File: src/rtl/i2c_nco_cfg_slave.sv
// I2C register slave for a multi-channel NCO array; shadow writes are committed atomically at STOP; `ifdef I2C_NCO_READBACK_EN adds register reads.
// Latency: SCL/SDA are seen 3 clk late (2-FF sync + edge stage); active outputs and the update pulse follow STOP by 1 clk.
// Backpressure: none on the NCO side; the I2C master is never clock-stretched, and bytes are always ACKed once the slave is addressed.
`timescale 1ns/1ps
module i2c_nco_cfg_slave #(
    parameter logic [6:0] ADDRESS = 7'h6A,
    parameter int         NUM_CH  = 2,
    parameter int         FREQ_W  = 64,
    parameter int         DUTY_W  = 16
) (
    input  logic                       clk,
    input  logic                       reset,
    input  logic                       scl,
    input  logic                       sda_i,
    output logic                       sda_oe,
    output logic [NUM_CH-1:0]          enable,
    output logic [2*NUM_CH-1:0]        wave,
    output logic [FREQ_W*NUM_CH-1:0]   frequency,
    output logic [DUTY_W*NUM_CH-1:0]   duty_cycle,
    output logic [NUM_CH-1:0]          update,
    output logic                       busy
);

    localparam logic [3:0] IDLE       = 4'd0;
    localparam logic [3:0] ADDR       = 4'd1;
    localparam logic [3:0] ADDR_ACK   = 4'd2;
    localparam logic [3:0] PTR        = 4'd3;
    localparam logic [3:0] PTR_ACK    = 4'd4;
    localparam logic [3:0] WDATA      = 4'd5;
    localparam logic [3:0] WDATA_ACK  = 4'd6;
    localparam logic [3:0] RDATA      = 4'd7;
    localparam logic [3:0] RDATA_MACK = 4'd8;

    logic [1:0] scl_sync, sda_sync;
    logic       scl_d, sda_d;
    logic       scl_s, sda_s;
    logic       scl_rise, scl_fall, start_det, stop_det;

    logic [3:0] state;
    logic [3:0] bit_cnt;
    logic [6:0] shreg;
    logic [7:0] byte_in;
    logic [7:0] ptr;
    logic       wr_en;

    logic [2:0]        sh_ctrl  [NUM_CH];
    logic [FREQ_W-1:0] sh_freq  [NUM_CH];
    logic [DUTY_W-1:0] sh_duty  [NUM_CH];
    logic [2:0]        act_ctrl [NUM_CH];
    logic [FREQ_W-1:0] act_freq [NUM_CH];
    logic [DUTY_W-1:0] act_duty [NUM_CH];
    logic [NUM_CH-1:0] dirty;

`ifdef I2C_NCO_READBACK_EN
    logic       rw;
    logic       mack;
    logic [7:0] tx;
    logic [7:0] rd_byte;
`endif

    // Reset to the idle-bus level so leaving reset cannot fake a START/STOP edge.
    always_ff @(posedge clk or posedge reset) begin
        if (reset) begin
            scl_sync <= 2'b11;
            sda_sync <= 2'b11;
            scl_d    <= 1'b1;
            sda_d    <= 1'b1;
        end else begin
            scl_sync <= {scl_sync[0], scl};
            sda_sync <= {sda_sync[0], sda_i};
            scl_d    <= scl_sync[1];
            sda_d    <= sda_sync[1];
        end
    end

    assign scl_s     = scl_sync[1];
    assign sda_s     = sda_sync[1];
    assign scl_rise  = scl_s & ~scl_d;
    assign scl_fall  = ~scl_s & scl_d;
    assign start_det = scl_s & scl_d & sda_d & ~sda_s;
    assign stop_det  = scl_s & scl_d & ~sda_d & sda_s;
    assign byte_in   = {shreg, sda_s};

    // The last bit of a data byte lands on a rising SCL, which can never coincide with START/STOP.
    assign wr_en = (state == WDATA) && scl_rise && (bit_cnt == 4'd7);

`ifdef I2C_NCO_READBACK_EN
    always_comb begin
        rd_byte = 8'h00;
        for (int c = 0; c < NUM_CH; c++) begin
            if (int'(ptr[7:4]) == c) begin
                if (ptr[3:0] == 4'd0)
                    rd_byte = {5'd0, act_ctrl[c]};
                for (int b = 0; b < FREQ_W; b++)
                    if (int'(ptr[3:0]) == 8 - b / 8)
                        rd_byte[b % 8] = act_freq[c][b];
                for (int b = 0; b < DUTY_W; b++)
                    if (int'(ptr[3:0]) == 10 - b / 8)
                        rd_byte[b % 8] = act_duty[c][b];
            end
        end
    end
`endif

    always_ff @(posedge clk or posedge reset) begin
        if (reset) begin
            state   <= IDLE;
            bit_cnt <= 4'd0;
            shreg   <= 7'd0;
            ptr     <= 8'd0;
            sda_oe  <= 1'b0;
            busy    <= 1'b0;
`ifdef I2C_NCO_READBACK_EN
            rw      <= 1'b0;
            mack    <= 1'b0;
            tx      <= 8'd0;
`endif
        end else if (start_det) begin
            state   <= ADDR;
            bit_cnt <= 4'd0;
            sda_oe  <= 1'b0;
        end else if (stop_det) begin
            state   <= IDLE;
            bit_cnt <= 4'd0;
            sda_oe  <= 1'b0;
            busy    <= 1'b0;
        end else begin
            if (scl_rise)
                shreg <= byte_in[6:0];
            case (state)
                ADDR: if (scl_rise) begin
                    if (bit_cnt == 4'd7) begin
                        bit_cnt <= 4'd0;
                        if (byte_in[7:1] == ADDRESS) begin
`ifdef I2C_NCO_READBACK_EN
                            rw    <= byte_in[0];
                            state <= ADDR_ACK;
                            busy  <= 1'b1;
`else
                            if (!byte_in[0]) begin
                                state <= ADDR_ACK;
                                busy  <= 1'b1;
                            end else begin
                                state <= IDLE;
                            end
`endif
                        end else begin
                            state <= IDLE;
                        end
                    end else begin
                        bit_cnt <= bit_cnt + 4'd1;
                    end
                end
                // First falling edge drives ACK, the second (end of 9th clock) releases it.
                ADDR_ACK, PTR_ACK, WDATA_ACK: if (scl_fall) begin
                    if (!sda_oe) begin
                        sda_oe <= 1'b1;
                    end else begin
                        sda_oe  <= 1'b0;
                        bit_cnt <= 4'd0;
                        if (state == ADDR_ACK) begin
`ifdef I2C_NCO_READBACK_EN
                            if (rw) begin
                                state  <= RDATA;
                                tx     <= rd_byte;
                                sda_oe <= ~rd_byte[7];
                            end else begin
                                state <= PTR;
                            end
`else
                            state <= PTR;
`endif
                        end else begin
                            state <= WDATA;
                        end
                    end
                end
                PTR: if (scl_rise) begin
                    if (bit_cnt == 4'd7) begin
                        bit_cnt <= 4'd0;
                        ptr     <= byte_in;
                        state   <= PTR_ACK;
                    end else begin
                        bit_cnt <= bit_cnt + 4'd1;
                    end
                end
                WDATA: if (scl_rise) begin
                    if (bit_cnt == 4'd7) begin
                        bit_cnt <= 4'd0;
                        ptr     <= ptr + 8'd1;
                        state   <= WDATA_ACK;
                    end else begin
                        bit_cnt <= bit_cnt + 4'd1;
                    end
                end
`ifdef I2C_NCO_READBACK_EN
                RDATA: begin
                    if (scl_rise) begin
                        bit_cnt <= bit_cnt + 4'd1;
                    end else if (scl_fall) begin
                        if (bit_cnt == 4'd8) begin
                            sda_oe  <= 1'b0;
                            bit_cnt <= 4'd0;
                            mack    <= 1'b0;
                            state   <= RDATA_MACK;
                        end else begin
                            tx     <= {tx[6:0], 1'b0};
                            sda_oe <= ~tx[6];
                        end
                    end
                end
                RDATA_MACK: begin
                    if (scl_rise) begin
                        if (!sda_s) begin
                            mack <= 1'b1;
                            ptr  <= ptr + 8'd1;
                        end else begin
                            state <= IDLE;
                        end
                    end else if (scl_fall && mack) begin
                        mack    <= 1'b0;
                        bit_cnt <= 4'd0;
                        tx      <= rd_byte;
                        sda_oe  <= ~rd_byte[7];
                        state   <= RDATA;
                    end
                end
`else
                RDATA, RDATA_MACK: begin
                    state  <= IDLE;
                    sda_oe <= 1'b0;
                end
`endif
                default: ;
            endcase
        end
    end

    // Shadow and active register banks.
    always_ff @(posedge clk or posedge reset) begin
        if (reset) begin
            dirty  <= '0;
            update <= '0;
            for (int c = 0; c < NUM_CH; c++) begin
                sh_ctrl[c]  <= 3'd0;
                sh_freq[c]  <= '0;
                sh_duty[c]  <= '0;
                act_ctrl[c] <= 3'd0;
                act_freq[c] <= '0;
                act_duty[c] <= '0;
            end
        end else begin
            update <= '0;
            if (stop_det) begin
                update <= dirty;
                dirty  <= '0;
                for (int c = 0; c < NUM_CH; c++) begin
                    if (dirty[c]) begin
                        act_ctrl[c] <= sh_ctrl[c];
                        act_freq[c] <= sh_freq[c];
                        act_duty[c] <= sh_duty[c];
                    end
                end
            end else if (wr_en) begin
                for (int c = 0; c < NUM_CH; c++) begin
                    if (int'(ptr[7:4]) == c) begin
                        dirty[c] <= 1'b1;
                        if (ptr[3:0] == 4'd0)
                            sh_ctrl[c] <= byte_in[2:0];
                        for (int b = 0; b < FREQ_W; b++)
                            if (int'(ptr[3:0]) == 8 - b / 8)
                                sh_freq[c][b] <= byte_in[b % 8];
                        for (int b = 0; b < DUTY_W; b++)
                            if (int'(ptr[3:0]) == 10 - b / 8)
                                sh_duty[c][b] <= byte_in[b % 8];
                    end
                end
            end
        end
    end

    for (genvar c = 0; c < NUM_CH; c++) begin : g_out
        assign enable[c]                          = act_ctrl[c][0];
        assign wave[2*c +: 2]                     = act_ctrl[c][2:1];
        assign frequency[c*FREQ_W +: FREQ_W]      = act_freq[c];
        assign duty_cycle[c*DUTY_W +: DUTY_W]     = act_duty[c];
    end

endmodule

File: config.mk
export PLATFORM = sky130hd
export DESIGN_NAME = i2c_nco_cfg_slave
export DESIGN_NICKNAME = d
export VERILOG_FILES = /design/src/rtl/i2c_nco_cfg_slave.sv
export SDC_FILE = /design/constraint.sdc
export NUM_CORES = 1
export LEC_CHECK = 0
export BUFFER_PORTS_ARGS = -buffer_cell sky130_fd_sc_hd__buf_2
export CORE_MARGIN = 4
export CORE_UTILIZATION = 30
export CTS_CLUSTER_DIAMETER = 120
export DETAILED_ROUTE_END_ITERATION = 8
export HOLD_SLACK_MARGIN = 0.02
export PLACE_DENSITY = 0.46
export SLEW_MARGIN = 20
export SYNTH_ARGS = -nofsm -noshare
export SYNTH_HDL_FRONTEND = slang
export SYNTH_SLANG_ARGS = --single-unit
export TNS_END_PERCENT = 30
File: constraint.sdc
create_clock -name clk -period 26.8 [get_ports clk]
set_input_delay 2.68 -clock clk [delete_from_list [all_inputs] [get_ports clk]]
set_output_delay 2.68 -clock clk [all_outputs]
set_load 0.01 [all_outputs]
==> metrics.md <==
| Metric | Value |
|---|---|
| Worst reg-to-reg setup slack | 23580 ps |
| Final Skew | 18.16 ps |
| Mean Syn Cell Area | 15.50 um2 |
| Post-synth top area share | 0.6282 |
| Clk root buf | clkbuf_16 |
| Routed WL | 35280 um |
| FF+latch count, synth | 366 |
| Die ar. | 51370 um2 |
| CTS tree | yes |
| Die X | 226.6 um |
| Clock power frac | 0.497 |
| Vert. Die Dim | 226.6 um |
| Max Fclk | 223.5 MHz |
| Max IR drop VDD | 0.00003357 V |
| Number of synthesized flops with an enable pin | 0 |
| Top-count cell post-synth | dfrtp_1 |
| Vias | 8097 |
| Period minus WS final | 4475 ps |
| Placed Area | 15860 um2 |
| Total power draw | 1.198 mW |
| Initial antenna violation count | 0 |
| Syn_nets | 934 |
| Max cap viols | 0 |
| Status | completed |
| Clock Tree Buf Depth | 3 |
| DR WL/cell | 20.23 um |
| RSZ-0062 raised after global routing | no |
| Post-CTS Setup Repair Bufs | 0 |
| # setup viols final | 0 |
| DR pass1 iterations | 4 |
| Post-synthesis sequential area ratio | 0.6392 |
| Worst-skew pair later-pin latency | 560 ps |
| Final Core Density | 0.3690 |
| Max Slew Vio Count | 0 |
| Netlist Area Pre-Place | 14340 um2 |
| Actual slew at the worst max-slew pin | 1076 ps |
| Total CTS buffers | 43 |
| RR Startpoint | state[2] |
| Ports | 174 |
| Pwr/cell area | 69.15 nW/um2 |
| HP Class | reg2reg |
| RR Endpoint | sh_freq[3] |
| Most common library cells after synthesis | dfrtp_1 (360), mux2_2 (316), clkbuf_1 (41) |
| Final Cell Area | 17330 um2 |
| Placer congestion estimate | 0.7313 |
| Sw Share | 0.2277 |
| Post-synth top flop | dfrtp_1 |
| Starting Density | 0.3054 |
| Via/cell ratio | 4.643 |
| Synth area leader | dfrtp_1 |
| Row count | 79 |
| Worst EP required | 27380 ps |
| Core area | 46950 um2 |
| Nets | 1112 |
| Yosys cell types | 48 |
| Ys Warns | 0 |
| Comb pwr share | 0.034 |
| Arr. time, crit path | 5060 ps |
| Post-route clock period utilization | 0.1670 |
| Hold_buf cts | 0 |
| Ys async rst share | 1.000 |
| Buffers on Ports | 173 |
| Layout cells sized above 1 | 0.5414 |
| GRT Residual Overflow | 0 |
| Largest net degree at the start of global routing | 118 |
| Total clock sinks | 366 |
| Antenna Violating Nets Remaining | 0 |
| Area grow syn2layout | 20.81% |
| Area contributors post-synth | dfrtp_1 (63%), mux2_2 (25%), mux2_4 (1.7%) |
| DR iter-0 viols | 442 |
| Clk slew on worst S/H paths | 50 ps |
| Syn Inst Count | 925 |
| H-tree depth | 2 |
| Leakage | 9.334 nW |
| Net Switching | 272.9 uW |
| First-pass GRT wire length | 54290 um |
| GRT Overall Usage | 0.1389 |
| Cell internal pwr | 925.2 uW |
| # resized after CTS | 0 |
| Worst Hold Path Cells | 0 |
| Remaining DRCs | 0 |
| Vias in the first global route | 8643 |
| Max FO, Critical Path | 117 |
| Fin. Hold Viols | 0 |
| Hold Path Sink | scl_sync[1] |
| Register share of total power | 0.469 |
| Final TNS setup | 0 ps |
| Startpoint class of the critical path | input port |
| Hpwl dp | 21920 um |
| Worst Reg-to-Reg Cells | 4 |
| CP Class | in2async |
| Crit end category | asynchronous set/reset pin |
| Worst relative slew slack | 0.2829 |
| HP Start | scl_sync[0] |
==> final cells by class <==
class	count	area, um2
fillers	4470	29630
flip-flops and latches	366	9166
multi-input cells	498	4936
clock buffers	59	1237
repair buffers	186	963.4
well taps	607	759.5
clock inverters	19	222.7
inverters	8	37.54
diodes	1	2.502
==> metal layers <==
| metal | GRT usage | vias up | wire length, um |
|---|---|---|---|
| met4 | 0.04635 | 0 | 790 |
| met3 | 0.02628 | 50 | 1252 |
| met5 | 0 | - | 0 |
| met1 | 0.1806 | 4293 | 15510 |
| li1 | - | 3631 | - |
| met2 | 0.2345 | 123 | 17720 |
==> cell families after synthesis <==
family,synth area share
and+or+nand+nor,0.05313
muxes,0.2656
adders and majority gates,0.004362
DFF,0.6392
buffers and inverters,0.01806
xor gates and xnor gates,0.001222
AOI/OAI and AO/OA,0.01850
==> through the flow <==
| step | worst slack, ps | std cells | hold WS [ps] |
|---|---|---|---|
| after floorplan | 13970 | 925 | 345.2 |
| after global placement | 21610 | 1665 | 353.2 |
| after detailed placement | 21570 | 1665 | 349.1 |
| after CTS | 22170 | 1743 | 360.6 |
| after global routing | 21870 | 1743 | 361.0 |
| final | 22330 | 1744 | 358.0 |
==> power groups by stage <==
stage	sequential, mW	combinational (mW)	clock, mW
after floorplan	0.569	0.0217	0
after global placement	0.572	0.0427	0
after detailed placement	0.572	0.0431	0
after CTS	0.562	0.0435	0.620
after global routing	0.562	0.0460	0.639
final	0.562	0.0404	0.596
==> sequential cells by signal (all words and copies together) (netlist names) <==
register / flops
update: 2
sda_sync: 2
enable: 2
duty_cycle: 32
scl_sync: 2
busy: 1
sh_ctrl: 6
scl_d: 1
dirty: 2
bit_cnt: 4
sh_duty: 32
state: 3
ptr: 8
sh_freq: 128
sda_oe: 1
shreg: 7
frequency: 128
wave: 4
sda_d: 1
==> critical path, stage by stage <==
cell	delay [ps]
buf_2	130
inv_8	500
buf_4	820
buf_4	760
==> cells in the final DEF (no fill, tap or decap), types with 8 or more instances in the layout <==
cell type  synthesis  routed
dfrtp_1          360     360
mux2_2           316     316
buf_2              6     173
clkbuf_16          0      44
nand2_1           40      38
mux2_4            16      16
buf_4              4      13
nor2_1            11      11
o21ai_0           11      11
a21oi_1           10      10
nor3_4             9       9
clkinv_2           0       9
nand4_1            8       8
clkbuf_8           0       8
==> worst max path at each step <==
stage / to / start / cells past startpoint / slack (ps)
after floorplan: bit_cnt[0] / reset / 1 / 13970
after global placement: dirty[0] / reset / 4 / 21610
after detailed placement: dirty[0] / reset / 4 / 21570
after CTS: enable[0] / reset / 4 / 22170
after global routing: enable[0] / reset / 4 / 21870
final: enable[0] / reset / 4 / 22330
Note: power is estimated with default switching activity, not from simulation.
